## config.mk

```make
export PLATFORM = sky130hd
export DESIGN_NAME = fifo_burst_reader
export DESIGN_NICKNAME = d
export VERILOG_FILES = /design/src/rtl/fifo_burst_reader.sv
export SDC_FILE = /design/constraint.sdc
export NUM_CORES = 1
export LEC_CHECK = 0
export ABC_AREA = 1
export CORE_MARGIN = 1.5
export CORE_UTILIZATION = 40
export CTS_BUF_LIST = sky130_fd_sc_hd__clkbuf_16
export DETAILED_ROUTE_END_ITERATION = 12
export SYNTH_ARGS = -nofsm -noshare
export SYNTH_HDL_FRONTEND = slang
export SYNTH_SLANG_ARGS = --single-unit
```

## constraint.sdc

```tcl
create_clock -name clk -period 1.8 [get_ports clk]
set_input_delay 0.36 -clock clk [delete_from_list [all_inputs] [get_ports clk]]
set_output_delay 0.36 -clock clk [all_outputs]
set_load 0.05 [all_outputs]
```

## src/rtl/fifo_burst_reader.sv

```systemverilog
// fifo_burst_reader: pops len words from a registered-output FIFO wrapper and streams them out.
//   clk, rst_n          clock, async active-low reset
//   start, len          begin a burst of len words (accepted only in IDLE)
//   fifo_empty          wrapper empty flag, lags pops by one cycle
//   fifo_data           wrapper read data, valid two cycles after fifo_rden
//   fifo_rden           pop request to wrapper
//   out_data/valid/last valid/ready stream driven by the skid-buffer head
//   out_ready           consumer accept
//   busy, done          burst in progress / one-cycle completion pulse
module fifo_burst_reader #(
    parameter int DATA_WIDTH = 8,
    parameter int LEN_W      = 8
) (
    input  logic                  clk,
    input  logic                  rst_n,
    input  logic                  start,
    input  logic [LEN_W-1:0]      len,
    input  logic                  fifo_empty,
    input  logic [DATA_WIDTH-1:0] fifo_data,
    output logic                  fifo_rden,
    output logic [DATA_WIDTH-1:0] out_data,
    output logic                  out_valid,
    output logic                  out_last,
    input  logic                  out_ready,
    output logic                  busy,
    output logic                  done
);
    typedef enum logic [1:0] {IDLE, RUN, DONE} state_t;
    state_t state, state_nxt;
    logic [LEN_W-1:0] len_q, issued, acc;
    logic [1:0] pipe, cnt, inflight;
    logic rden_q, wp, rp, wr, rd, last_acc, launch;
    logic [DATA_WIDTH-1:0] skid [2];
    assign inflight = {1'b0, pipe[0]} + {1'b0, pipe[1]};
    assign wr       = pipe[1];
    assign rd       = out_valid && out_ready;
    assign last_acc = rd && acc == len_q - 1'b1;
    assign launch   = state == IDLE && start && len != '0;
    always_ff @(posedge clk or negedge rst_n) begin
        if (!rst_n) state <= IDLE;
        else        state <= state_nxt;
    end
    always_comb begin
        state_nxt = (state == IDLE && start) ? (len == '0 ? DONE : RUN) :
                    (state == RUN && last_acc) ? DONE :
                    (state == DONE) ? IDLE : state;
    end
    // rden_q blocks back-to-back pops: the lagged empty flag cannot yet show the previous pop
    always_comb begin
        fifo_rden = state == RUN && issued < len_q && !fifo_empty && !rden_q &&
                    ({1'b0, cnt} + {1'b0, inflight}) < 3'd2;
        busy      = state == RUN;
        done      = state == DONE;
        out_valid = cnt != 2'd0;
        out_last  = out_valid && acc == len_q - 1'b1;
        out_data  = skid[rp];
    end
    always_ff @(posedge clk or negedge rst_n) begin
        if (!rst_n) begin
            len_q   <= '0;
            issued  <= '0;
            acc     <= '0;
            pipe    <= '0;
            rden_q  <= 1'b0;
            wp      <= 1'b0;
            rp      <= 1'b0;
            cnt     <= '0;
            skid[0] <= '0;
            skid[1] <= '0;
        end else begin
            rden_q <= fifo_rden;
            pipe   <= {pipe[0], fifo_rden};
            if (launch) begin
                len_q  <= len;
                issued <= '0;
                acc    <= '0;
            end else begin
                if (fifo_rden) issued <= issued + 1'b1;
                if (rd)        acc    <= acc + 1'b1;
            end
            if (wr) begin
                skid[wp] <= fifo_data;
                wp       <= ~wp;
            end
            if (rd) rp <= ~rp;
            cnt <= cnt + {1'b0, wr} - {1'b0, rd};
            if (wr) assert (cnt != 2'd2);
        end
    end
endmodule

```

==> impl_metrics.prom <==
# TYPE chip_impl_metric gauge
chip_impl_info{name="run_status",value="finished with violations"} 1
chip_impl_info{name="violated_checks",value="DRC, hold timing, setup timing"} 1
chip_impl_info{name="worst_r2r_endpoint",value="issued[2]$_DFFE_PN0P_"} 1
chip_impl_metric{name="grt_max_degree",unit=""} 34
chip_impl_metric{name="drtPass1Iterations",unit=""} 8
chip_impl_metric{name="final.setup.worst_slack",unit="ns"} -0.3880
chip_impl_metric{name="drtIter0Drc",unit=""} 108
chip_impl_metric{name="period_needed",unit="ns"} 2.188
chip_impl_metric{name="synth_area_per_cell",unit="um2"} 7.591
chip_impl_metric{name="grt_pass1_vias",unit=""} 2412
chip_impl_metric{name="timing.max_cap.violations",unit=""} 0
chip_impl_metric{name="cts.sink_count",unit=""} 48
chip_impl_metric{name="placed_area",unit="um2"} 3403
chip_impl_info{name="synth_top_family_by_area",value="simple AND/OR/NAND/NOR gates"} 1
chip_impl_metric{name="synthesized_area_fraction_occupied_by_adder_cells",unit="%"} 5.952
chip_impl_metric{name="gpl.final_weighted_congestion",unit=""} 0.7799
chip_impl_metric{name="grt_first_pass_wirelength",unit="mm"} 11.45
chip_impl_metric{name="syn-cell-area",unit="um2"} 2733
chip_impl_metric{name="area_grow_syn2layout",unit="%"} 33.38
chip_impl_metric{name="antenna-diode-count",unit=""} 0
chip_impl_info{name="critical_path.endpoint_type",value="output pin"} 1
chip_impl_metric{name="worst_hold_slack",unit="ns"} -0.002016
chip_impl_metric{name="timing.final.max_slew_violations",unit=""} 0
chip_impl_metric{name="synthXorXnorAreaFrac",unit="%"} 3.526
chip_impl_metric{name="fin_total_pwr",unit="mW"} 6.713
chip_impl_metric{name="worst-r2r-cell-count",unit=""} 14
chip_impl_metric{name="routedLengthMet1",unit="mm"} 3.170
chip_impl_metric{name="place_worst_setup_slack",unit="ns"} -0.2444
chip_impl_metric{name="buffer_ports.inserted",unit=""} 33
chip_impl_info{name="critPathKind",value="reg -> out"} 1
chip_impl_metric{name="critical_path.max_stage_delay",unit="ns"} 0.39
chip_impl_metric{name="final.period_utilization",unit="%"} 121.6
chip_impl_info{name="path_cells",value="inv_2, ha_4, inv_2, nand2_1, nand2_1, nand2_1, nor2_1, nand2_1, nor2_2, nand3_2, a21oi_4, buf_12"} 1
chip_impl_metric{name="layout.nets",unit=""} 452
chip_impl_metric{name="cell_internal_pwr",unit="mW"} 3.682
chip_impl_metric{name="ant_nets",unit=""} 0
chip_impl_metric{name="dr_wl_met3",unit="um"} 169
chip_impl_metric{name="total_number_of_vias",unit=""} 2409
chip_impl_metric{name="layout-drive-gt1-share",unit="%"} 20.29
chip_impl_metric{name="power.density",unit="nW/um2"} 1842
chip_impl_info{name="rsz_0062_raised_after_global_routing",value="yes"} 1
chip_impl_metric{name="avgViaCountPerCell",unit=""} 4.857
chip_impl_metric{name="route.met2.wl",unit="mm"} 3.052
chip_impl_info{name="dr.max_layer_used",value="met4"} 1
chip_impl_info{name="cts.root.buffer_cell",value="clkbuf_16"} 1
chip_impl_metric{name="arrival_time_at_the_worst_endpoint",unit="ns"} 1.83
chip_impl_info{name="timing.critical_path.mode_cell",value="nand2_1"} 1
chip_impl_metric{name="p_clk_share",unit="%"} 15.5
chip_impl_metric{name="route.detailed.drc",unit=""} 3
chip_impl_metric{name="synth-compound-area-share",unit="%"} 6.731
chip_impl_metric{name="maximum_frequency_from_static_timing_analysis",unit="MHz"} 457.0
chip_impl_metric{name="synthDistinctLibCells",unit=""} 27
chip_impl_metric{name="groute.usage.overall",unit="%"} 19.95
chip_impl_metric{name="die-width",unit="um"} 85.66
chip_impl_metric{name="gate_count_post_synth",unit=""} 360
chip_impl_metric{name="detail_route.wl_per_cell",unit="um"} 13.00
chip_impl_metric{name="clkTransAtPathRegs",unit="ns"} 0.06
chip_impl_metric{name="die-area",unit="um2"} 7337
chip_impl_metric{name="static-leakage-power",unit="nW"} 1.882
chip_impl_metric{name="synth.area.mux_share",unit="%"} 0
chip_impl_metric{name="grt_overflow",unit=""} 0
chip_impl_metric{name="setup_viol",unit=""} 2
chip_impl_metric{name="cts_max_path_buffers",unit=""} 2
chip_impl_metric{name="ys_ff_latch",unit=""} 48
chip_impl_metric{name="power_frac_comb",unit="%"} 56.7
chip_impl_info{name="worst_hold_path_type",value="in -> async"} 1
chip_impl_metric{name="yosys_warnings",unit=""} 0
chip_impl_metric{name="total_net_switching_power",unit="mW"} 3.031
chip_impl_info{name="cts_tree",value="yes"} 1
chip_impl_metric{name="crit_fanout",unit=""} 2
chip_impl_info{name="cp-start-kind",value="flip-flop"} 1
chip_impl_metric{name="timing.clock.skew",unit="ns"} 0.003760
chip_impl_metric{name="row_count",unit=""} 29
chip_impl_metric{name="hpwlAfterDp",unit="mm"} 4.843
chip_impl_metric{name="yosys.area_share.simple",unit="%"} 32.01
chip_impl_metric{name="hold_violations",unit=""} 3
chip_impl_metric{name="clock_latency",unit="ns"} 0.29
chip_impl_info{name="slowest_stage",value="dfrtp_1"} 1
chip_impl_metric{name="post-cts-setup-buffers",unit=""} 0
chip_impl_metric{name="critical_path_buf_inv_count",unit=""} 3
chip_impl_metric{name="number_of_h_tree_levels",unit=""} 2
chip_impl_metric{name="tightest_slew",unit="ns"} 0.4509
chip_impl_metric{name="timing.slew.headroom",unit="%"} 69.87
chip_impl_metric{name="die-height",unit="um"} 85.66
chip_impl_metric{name="worst_ir_drop_vdd",unit="V"} 0.0009398
chip_impl_metric{name="sw_frac_of_total",unit="%"} 45.15
chip_impl_metric{name="floorplan.initialDensity",unit="%"} 42.31
chip_impl_metric{name="worst-r2r-setup-slack",unit="ns"} 0.12
chip_impl_info{name="crit_reg_reg_startpoint",value="len_q[1]$_DFFE_PN0P_"} 1
chip_impl_metric{name="yosysSeqAreaShare",unit="%"} 43.96
chip_impl_metric{name="post_synthesis_net_count",unit=""} 394
chip_impl_metric{name="drt-total-wl",unit="mm"} 6.450
chip_impl_metric{name="core-area",unit="um2"} 6459
chip_impl_metric{name="seq_power_share",unit="%"} 27.8
chip_impl_info{name="critical-path-top-delay-family",value="simple AND/OR/NAND/NOR gates"} 1
chip_impl_metric{name="cts-buffers-inserted",unit=""} 5
chip_impl_metric{name="grt_antenna_before_repair",unit=""} 0
chip_impl_metric{name="design.portCount",unit=""} 34
chip_impl_metric{name="required",unit="ns"} 1.44
chip_impl_metric{name="final_area",unit="um2"} 3645
## worst max-delay path by stage
stage                                    start   endpoint  depth (start not counted)
after floorplan           len_q[0]$_DFFE_PN0P_   out_last                         10
after global placement              fifo_empty  fifo_rden                          6
after detailed placement            fifo_empty  fifo_rden                          6
after CTS                 len_q[1]$_DFFE_PN0P_  fifo_rden                         13
after global routing      len_q[1]$_DFFE_PN0P_   out_last                         12
final                     len_q[1]$_DFFE_PN0P_   out_last                         12
## registers in the layout, summed over array words and instances (netlist names)
name / cells
len_q: 8
pipe: 2
skid: 16
issued: 8
rp: 1
cnt: 2
state: 2
acc: 8
wp: 1
## cell families after synthesis
kind of cell               Yosys count
buffers and inverters               55
AOI/OAI and AO/OA                   36
and+or+nand+nor                    197
DFF                                 48
adders and majority gates           13
xor gates and xnor gates            11
## synthesized netlist by cell type
library cell / number / area, um2
dfrtp_1: 48 / 1201
nor2_1: 26 / 97.59
clkinv_2: 2 / 10.01
inv_2: 5 / 18.77
ha_1: 13 / 162.7
nand2_1: 120 / 450.4
or2_2: 1 / 6.260
nand4_1: 9 / 56.30
nor3_4: 1 / 16.27
a21oi_1: 6 / 30.03
nand3_1: 24 / 120.1
inv_1: 40 / 150.1
nor2_4: 2 / 22.52
or3_4: 1 / 11.26
nand2_2: 3 / 18.77
buf_2: 4 / 20.02
o21ai_0: 23 / 115.1
xnor2_1: 6 / 52.55
xor2_1: 5 / 43.79
clkbuf_1: 3 / 11.26
nor3_1: 5 / 25.02
nor3_2: 2 / 20.02
nand2_4: 2 / 22.52
clkinv_1: 1 / 3.750
a22o_1: 1 / 8.760
nor3b_1: 1 / 7.510
o21ai_1: 6 / 30.03
## cell type report
| type | instances | area [um2] |
|---|---|---|
| Fill cell | 626 | 2814 |
| Sequential cell | 48 | 1201 |
| Inverter | 48 | 193.9 |
| Timing Repair Buffer | 58 | 579.3 |
| Clock inverter | 3 | 38.79 |
| Clock buffer | 5 | 125.1 |
| Multi-Input combinational cell | 257 | 1410 |
| Tap cell | 77 | 96.34 |
## worst reg2reg max path, delay by kind of cell, from the launching register on
kind                       cells  cell delay [ns]
adders and majority gates      1             0.19
buffers and inverters          3             0.37
DFF                            1             0.39
and+or+nand+nor               10             0.63
## power by group through the flow
stage	clock network (mW)	registers [mW]	logic (mW)
final	1.04	1.87	3.81
after global routing	1.11	1.93	4.24
after CTS	1.07	1.86	3.75
after detailed placement	0	1.86	3.65
after global placement	0	1.85	3.56
after floorplan	0	1.80	2.42
## repair_timing
item                       in CTS  in global routing
pin swaps                       3                  2
setup endpoints to repair       2                 10
hold buffers                    0                  0
hold endpoints to repair        0                  0
gates resized for setup         9                  8
## cells in the final DEF, fill, tap and decap left out, types with 5 or more instances in the layout
master           netlist  layout
clkdlybuf4s50_1        0      19
nand4_1                9       9
ha_1                  13       8
o21ai_0               23      23
xor2_1                 5       5
nand2_1              120     119
o21ai_1                6       6
nor3_1                 5       5
nand3_1               24      22
inv_2                  5      10
buf_12                 0       7
dfrtp_1               48      48
clkbuf_16              0       5
buf_4                  0      28
nor2_2                 0       5
nor2_1                26      21
inv_1                 40      36
xnor2_1                6       6
## per-layer routing
metal	GRT usage [%]	up-vias
li1	-	1256
met1	26.45	1125
met2	34.00	24
met3	3.272	4
met4	5.279	0
met5	0	-
## per-stage QoR
stage / instances / TNS, ns / utilization [%]
CTS: 496 / -0.7495 / 55.89
global placement: 488 / -1.337 / 52.69
floorplan: 360 / -0.09909 / -
detailed placement: 488 / -1.367 / 52.69
global route: 496 / -0.9620 / 56.43
finish: 496 / -0.7235 / 56.43
Power figures use the tool's default switching activity.
